--- src/rtl/regfile_scoreboard_if.sv ---
// Decode/execute/write-back bundle for regfile_scoreboard: read ports, issue, kill,
// write-back and sticky error flags. master = pipeline side, slave = register file.
interface regfile_scoreboard_if #(
    parameter int XLEN = 32,
    parameter int AW   = 5
);
    logic [AW-1:0]   rs1_addr_d;
    logic [AW-1:0]   rs2_addr_d;
    logic [XLEN-1:0] rs1_data_d;
    logic [XLEN-1:0] rs2_data_d;
    logic            rs1_busy_d;
    logic            rs2_busy_d;
    logic            issue_valid_d;
    logic [AW-1:0]   issue_rd_d;
    logic            issue_regwr_d;
    logic            kill_valid_e;
    logic [AW-1:0]   kill_rd_e;
    logic            kill_regwr_e;
    logic            RegWriteW;
    logic [AW-1:0]   RDW;
    logic [XLEN-1:0] ResultW;
    logic            err_overflow;
    logic            err_underflow;

    modport master (
        output rs1_addr_d, rs2_addr_d,
        output issue_valid_d, issue_rd_d, issue_regwr_d,
        output kill_valid_e, kill_rd_e, kill_regwr_e,
        output RegWriteW, RDW, ResultW,
        input  rs1_data_d, rs2_data_d, rs1_busy_d, rs2_busy_d,
        input  err_overflow, err_underflow
    );

    modport slave (
        input  rs1_addr_d, rs2_addr_d,
        input  issue_valid_d, issue_rd_d, issue_regwr_d,
        input  kill_valid_e, kill_rd_e, kill_regwr_e,
        input  RegWriteW, RDW, ResultW,
        output rs1_data_d, rs2_data_d, rs1_busy_d, rs2_busy_d,
        output err_overflow, err_underflow
    );
endinterface

--- src/rtl/regfile_scoreboard.sv ---
// Integer register file with per-register pending-write counters for the hazard unit.
// Optional macro REGFILE_BYPASS_EN: write-first read path and same-cycle retire clears busy.
module regfile_scoreboard_entry #(
    parameter int XLEN = 32,
    parameter int AW   = 5,
    parameter int CNTW = 3,
    parameter int IDX  = 1
) (
    input  logic            clk,
    input  logic            rst_n,
    input  logic            wb_en,
    input  logic [AW-1:0]   wb_rd,
    input  logic [XLEN-1:0] wb_data,
    input  logic            inc_en,
    input  logic [AW-1:0]   inc_rd,
    input  logic            kill_en,
    input  logic [AW-1:0]   kill_rd,
    output logic [XLEN-1:0] data,
    output logic [CNTW-1:0] cnt,
    output logic            ovf,
    output logic            unf
);
    localparam int            NW = CNTW + 2;
    localparam logic [AW-1:0] ME = AW'(IDX);

    logic          hit_wb, hit_inc, hit_kill;
    logic [NW-1:0] net;

    assign hit_wb   = wb_en   && (wb_rd   == ME);
    assign hit_inc  = inc_en  && (inc_rd  == ME);
    assign hit_kill = kill_en && (kill_rd == ME);

    // Two extra bits hold the net result: range is -2 .. 2^CNTW, top bit is the sign.
    assign net = {2'b00, cnt} + NW'(hit_inc) - NW'(hit_wb) - NW'(hit_kill);
    assign unf = net[NW-1];
    assign ovf = !net[NW-1] && net[CNTW];

    always_ff @(posedge clk or negedge rst_n) begin
        if (!rst_n) begin
            data <= '0;
            cnt  <= '0;
        end else begin
            if (hit_wb) data <= wb_data;
            if (unf)      cnt <= '0;
            else if (ovf) cnt <= '1;
            else          cnt <= net[CNTW-1:0];
        end
    end
endmodule

module regfile_scoreboard #(
    parameter int XLEN = 32,
    parameter int NREG = 32,
    parameter int AW   = 5,
    parameter int CNTW = 3
) (
    input logic                clk,
    input logic                rst_n,
    regfile_scoreboard_if.slave bus
);
    logic [NREG-1:0][XLEN-1:0] regs;
    logic [NREG-1:0][CNTW-1:0] cnt;
    logic [NREG-1:0]           ovf, unf;
    logic                      err_ovf_q, err_unf_q;
    logic                      wb_live;
    logic [1:0][AW-1:0]        raddr;
    logic [1:0][XLEN-1:0]      rdata;
    logic [1:0]                rbusy;

    // x0 has no storage and no counter.
    assign regs[0] = '0;
    assign cnt[0]  = '0;
    assign ovf[0]  = 1'b0;
    assign unf[0]  = 1'b0;

    for (genvar r = 1; r < NREG; r++) begin : g_ent
        regfile_scoreboard_entry #(
            .XLEN(XLEN), .AW(AW), .CNTW(CNTW), .IDX(r)
        ) u_ent (
            .clk     (clk),
            .rst_n   (rst_n),
            .wb_en   (bus.RegWriteW),
            .wb_rd   (bus.RDW),
            .wb_data (bus.ResultW),
            .inc_en  (bus.issue_valid_d & bus.issue_regwr_d),
            .inc_rd  (bus.issue_rd_d),
            .kill_en (bus.kill_valid_e & bus.kill_regwr_e),
            .kill_rd (bus.kill_rd_e),
            .data    (regs[r]),
            .cnt     (cnt[r]),
            .ovf     (ovf[r]),
            .unf     (unf[r])
        );
    end

    always_ff @(posedge clk or negedge rst_n) begin
        if (!rst_n) begin
            err_ovf_q <= 1'b0;
            err_unf_q <= 1'b0;
        end else begin
            err_ovf_q <= err_ovf_q | (|ovf);
            err_unf_q <= err_unf_q | (|unf);
        end
    end

    assign wb_live = bus.RegWriteW && (bus.RDW != '0);
    assign raddr   = {bus.rs2_addr_d, bus.rs1_addr_d};

    always_comb begin
        for (int p = 0; p < 2; p++) begin
            rdata[p] = regs[raddr[p]];
            rbusy[p] = (cnt[raddr[p]] != '0);
`ifdef REGFILE_BYPASS_EN
            // A retire landing this cycle is forwarded; if it is the last pending write, busy drops.
            if (wb_live && (bus.RDW == raddr[p])) begin
                rdata[p] = bus.ResultW;
                if (cnt[raddr[p]] == CNTW'(1)) rbusy[p] = 1'b0;
            end
`endif
        end
    end

    assign bus.rs1_data_d    = rdata[0];
    assign bus.rs2_data_d    = rdata[1];
    assign bus.rs1_busy_d    = rbusy[0];
    assign bus.rs2_busy_d    = rbusy[1];
    assign bus.err_overflow  = err_ovf_q;
    assign bus.err_underflow = err_unf_q;
endmodule

--- src/flat_wrapper.sv ---
// flat-port wrapper written by rule: the top's interface ports become plain ports
module regfile_scoreboard_flat 
#(
    parameter int XLEN = 32,
    parameter int NREG = 32,
    parameter int AW   = 5,
    parameter int CNTW = 3
)
  (clk, rst_n, bus_rs1_addr_d, bus_rs2_addr_d, bus_issue_valid_d, bus_issue_rd_d, bus_issue_regwr_d, bus_kill_valid_e, bus_kill_rd_e, bus_kill_regwr_e, bus_RegWriteW, bus_RDW, bus_ResultW, bus_rs1_data_d, bus_rs2_data_d, bus_rs1_busy_d, bus_rs2_busy_d, bus_err_overflow, bus_err_underflow);
  regfile_scoreboard_if #(.XLEN(XLEN), .AW(AW)) bus_i ();
  input logic clk;
  input logic rst_n;
  input wire logic [$bits(bus_i.rs1_addr_d)-1:0] bus_rs1_addr_d;
  input wire logic [$bits(bus_i.rs2_addr_d)-1:0] bus_rs2_addr_d;
  input wire logic [$bits(bus_i.issue_valid_d)-1:0] bus_issue_valid_d;
  input wire logic [$bits(bus_i.issue_rd_d)-1:0] bus_issue_rd_d;
  input wire logic [$bits(bus_i.issue_regwr_d)-1:0] bus_issue_regwr_d;
  input wire logic [$bits(bus_i.kill_valid_e)-1:0] bus_kill_valid_e;
  input wire logic [$bits(bus_i.kill_rd_e)-1:0] bus_kill_rd_e;
  input wire logic [$bits(bus_i.kill_regwr_e)-1:0] bus_kill_regwr_e;
  input wire logic [$bits(bus_i.RegWriteW)-1:0] bus_RegWriteW;
  input wire logic [$bits(bus_i.RDW)-1:0] bus_RDW;
  input wire logic [$bits(bus_i.ResultW)-1:0] bus_ResultW;
  output wire logic [$bits(bus_i.rs1_data_d)-1:0] bus_rs1_data_d;
  output wire logic [$bits(bus_i.rs2_data_d)-1:0] bus_rs2_data_d;
  output wire logic [$bits(bus_i.rs1_busy_d)-1:0] bus_rs1_busy_d;
  output wire logic [$bits(bus_i.rs2_busy_d)-1:0] bus_rs2_busy_d;
  output wire logic [$bits(bus_i.err_overflow)-1:0] bus_err_overflow;
  output wire logic [$bits(bus_i.err_underflow)-1:0] bus_err_underflow;
  assign bus_i.rs1_addr_d = bus_rs1_addr_d;
  assign bus_i.rs2_addr_d = bus_rs2_addr_d;
  assign bus_i.issue_valid_d = bus_issue_valid_d;
  assign bus_i.issue_rd_d = bus_issue_rd_d;
  assign bus_i.issue_regwr_d = bus_issue_regwr_d;
  assign bus_i.kill_valid_e = bus_kill_valid_e;
  assign bus_i.kill_rd_e = bus_kill_rd_e;
  assign bus_i.kill_regwr_e = bus_kill_regwr_e;
  assign bus_i.RegWriteW = bus_RegWriteW;
  assign bus_i.RDW = bus_RDW;
  assign bus_i.ResultW = bus_ResultW;
  assign bus_rs1_data_d = bus_i.rs1_data_d;
  assign bus_rs2_data_d = bus_i.rs2_data_d;
  assign bus_rs1_busy_d = bus_i.rs1_busy_d;
  assign bus_rs2_busy_d = bus_i.rs2_busy_d;
  assign bus_err_overflow = bus_i.err_overflow;
  assign bus_err_underflow = bus_i.err_underflow;
  regfile_scoreboard #(.XLEN(XLEN), .NREG(NREG), .AW(AW), .CNTW(CNTW)) u_core (.clk(clk), .rst_n(rst_n), .bus(bus_i));
endmodule
--- config.mk ---
export PLATFORM = sky130hd
export DESIGN_NAME = regfile_scoreboard_flat
export DESIGN_NICKNAME = d
export VERILOG_FILES = /design/src/rtl/regfile_scoreboard_if.sv /design/src/rtl/regfile_scoreboard.sv /design/src/flat_wrapper.sv
export SDC_FILE = /design/constraint.sdc
export NUM_CORES = 2
export LEC_CHECK = 0
export ABC_CLOCK_PERIOD_IN_PS = 8100
export BUFFER_PORTS_ARGS = -buffer_cell sky130_fd_sc_hd__buf_2
export CAP_MARGIN = 30
export CORE_ASPECT_RATIO = 2
export CORE_MARGIN = 2
export CORE_UTILIZATION = 69
export CTS_CLUSTER_DIAMETER = 50
export DETAILED_ROUTE_END_ITERATION = 10
export HOLD_SLACK_MARGIN = 0.15
export PLACE_DENSITY_LB_ADDON = 0.3
export SYNTH_ARGS = -nofsm -noshare
export SYNTH_HDL_FRONTEND = slang
export SYNTH_SLANG_ARGS = --single-unit
--- constraint.sdc ---
create_clock -name clk -period 8.1 [get_ports clk]
set_input_delay 1.62 -clock clk [delete_from_list [all_inputs] [get_ports clk]]
set_output_delay 1.62 -clock clk [all_outputs]
set_load 0.02 [all_outputs]
==> results.json <==
{
  "cts-htree-levels": 3,
  "mappedNetlistArea_um2": 62500,
  "route.detailed.wl_per_inst_um": 31.9,
  "net_count_synth": 4530,
  "synth_seq_cells": 1087,
  "timing.clock.skew_ps": 11.3,
  "clk_pin_slew_worst_paths_ps": 60,
  "area.growth.synth_to_final_pct": 7.92,
  "sequential_cell_area_um2": 27200,
  "drt.antenna.violating_nets": 0,
  "maximum_number_of_pins_on_one_net_before_global_route_repair": 184,
  "top_usage_layer": "met2",
  "antenna_violations_before_repair": 20,
  "port_buffers": 131,
  "nets": 4451,
  "final-max-slew-violation-count": 0,
  "vias_in_the_first_global_route": 41600,
  "synthArstFlopShare_pct": 100,
  "first_pass_grt_wire_length_mm": 262,
  "grt_overflow_total": 0,
  "core_region_area_um2": 90000,
  "clk_latency_ps": 720,
  "timing.fmax_mhz": 154,
  "global_route.usage.met3_pct": 8.74,
  "cts_sinks": 1087,
  "final_worst_path_period_share_pct": 79.9,
  "design.die.area_um2": 93100,
  "cts_tree": "done",
  "setup.worst_path.start_class": "primary input",
  "layoutNonFillerInstCount": 5412,
  "numPlacedInstances": 5225,
  "globalRouteMet1Util_pct": 50.7,
  "core.rowCount": 156,
  "mostFrequentLayoutCell": "dfrtp_1",
  "outcome": "finished clean",
  "layout_setup_ws_ps": 1630,
  "totalNegativeSetupSlack_ps": 0,
  "final_cell_mix": "1,087 x dfrtp_1, 1,062 x mux2_2, 580 x mux4_2",
  "globalRouteMet2Util_pct": 59.4,
  "power-per-cell-area_nw_per_um2": 244,
  "cts-buffers-inserted": 96,
  "yosys_warnings": 0,
  "critical_path_cell_list": "buf_8 -> nor2b_4 -> nor3b_1 -> nor4_1 -> a22o_1 -> a211oi_1 -> buf_2",
  "rsz_0062_raised_after_global_routing": "no",
  "min_period_ps": 6470,
  "hold-path-cell-count": 1,
  "post_cts_resize_count": 0,
  "clk_root_buffer_cell": "clkbuf_16",
  "post_synth_num_cell_types": 55,
  "static-leakage-power_uw": 0.0296,
  "die_w_um": 217,
  "grt_use_total_pct": 38.4,
  "timing.hold.worst.class": "reg2reg",
  "routed_wirelength_mm": 172,
  "detail_route.iter0.violations": 4034,
  "max-slew-margin-rel_pct": 24.2,
  "critical_path.slowest_cell": "nor3b_1",
  "slowest_delay_ps": 780,
  "drt_pass1_iterations": 6,
  "path_max_fanout": 104,
  "tightest_slew_ps": 1140,
  "worstSetupPathType": "in2out",
  "finalWeightedCongestion": 0.973,
  "synth-edff-count": 0,
  "fill_cells": 5310,
  "drv_cap": 0,
  "initial_core_util_pct": 69.4,
  "clock_path_buffers": 3,
  "die-height_um": 430,
  "final_setup_violation_count": 0,
  "post_route_cells_drive_above_1_share_pct": 48.3,
  "syn_avg_cell_area_um2": 14.8,
  "post-route-drc-count": 0,
  "arrival_ps": 4850,
  "detailedPlace.worstSlack_ps": 1870,
  "postCtsSetupBuffers": 0,
  "report.final.hold_viol_count": 0,
  "place_hpwl_mm": 96.5,
  "worstRegToRegCells": 9,
  "syn-instance-count": 4218,
  "worstPathRequired_ps": 6480,
  "dominantRegCellSynth": "dfrtp_1",
  "critical_path.endpoint_type": "output pin",
  "top_level_ports": 132,
  "max-vdd-ir-drop_mv": 0.240,
  "multiInputGateArea_um2": 32800,
  "post_drt_via_cell_ratio": 7.22,
  "seq_area_frac_synth_pct": 43.5,
  "overall_via_count_from_detail_route": 39100,
  "cts_hold_buffers": 0
}
-- critical path: cells and delay by family --
kind / cells / cell delay [ps]
AOI/OAI and AO/OA: 2 / 780
and+or+nand+nor: 3 / 1470
buffers and inverters: 2 / 910
-- power breakdown --
group          total (µW)  internal [µW]  switching, µW  leakage (µW)
registers            7440           6560            886        0.0136
logic                3930           2260           1660        0.0143
clock network        5090           2940           2150       0.00169
-- path summary, 6_finish.rpt --
kind | startpoint | endpoint | slack (ps)
setup / recovery | bus_rs2_addr_d[1] | bus_rs2_busy_d | 1630
hold / removal | u_core.g_ent[12].u_ent.data[29] | u_core.g_ent[12].u_ent.data[29] | 510
setup reg to reg | u_core.g_ent[25].u_ent.cnt[0] | u_core.bus.err_overflow | 4970
hold reg to reg | u_core.g_ent[12].u_ent.data[29] | u_core.g_ent[12].u_ent.data[29] | 510
max in group asynchronous | rst_n | u_core.g_ent[17].u_ent.cnt[2] | 5550
min in group asynchronous | rst_n | u_core.g_ent[23].u_ent.data[11] | 900
-- metal layers --
layer | vias up | part of all wire, %
met4 | 22 | 6.4
met1 | 20800 | 36
met5 | - | 0.092
met3 | 642 | 9.5
li1 | 15500 | -
met2 | 2112 | 48
-- cells in the mapped netlist, types with 4 or more instances --
cell,n,share of area [%]
a2111oi_0,4,0.056
o21ai_0,4,0.032
nor4_1,27,0.27
mux2_1,58,1.0
nand2_1,52,0.31
clkbuf_1,227,1.4
a211oi_1,15,0.18
fa_1,93,3.0
buf_2,69,0.55
ha_1,155,3.1
dfrtp_1,1087,44
nand2b_1,22,0.22
a22o_1,63,0.88
mux4_2,580,21
nor3_1,32,0.26
buf_6,19,0.34
a21oi_1,7,0.056
buf_4,4,0.048
mux2_2,1062,19
o22ai_1,4,0.040
nor2_1,185,1.1
a21boi_0,30,0.36
buf_1,58,0.35
xnor2_1,31,0.43
inv_1,252,1.5
nor2b_1,16,0.16
nand4_1,5,0.050
nand3_1,13,0.10
nor3b_1,4,0.048
-- metrics by stage --
| step | power, µW | cell area [µm²] | hold slack (ps) | util [%] |
|---|---|---|---|---|
| after floorplan | 10200 | 62500 | 477 | - |
| after global placement | 11100 | 63900 | 486 | 71.0 |
| after detailed placement | 11400 | 63900 | 503 | 71.0 |
| after CTS | 16500 | 67400 | 517 | 74.9 |
| after global routing | 17100 | 67400 | 529 | 74.9 |
| final | 16500 | 67400 | 514 | 74.9 |
-- final cells by class --
cell class                 instances  area share [%]
clock inverter                    36           0.971
inverter                         253            1.42
multi-input combinational       2501            48.7
sequential                      1087            40.3
antenna                            8          0.0297
tap                             1185            2.20
timing repair buffer             200            2.11
clock buffer                     142            4.19
-- state kept, by name (all words and copies together) (netlist names) --
register,flops
u_core.g_ent.u_ent.cnt,93
u_core.bus.err_underflow,1
u_core.bus.err_overflow,1
u_core.g_ent.u_ent.data,992
-- kinds of logic after synthesis --
kind of cell	share of synthesized area [%]
compound gates	1.89
fa+ha+maj	6.09
xor+xnor	0.435
mux	41.1
buf+inv	4.18
flops	43.5
simple gates	2.72
Power figures use the tool's default switching activity.
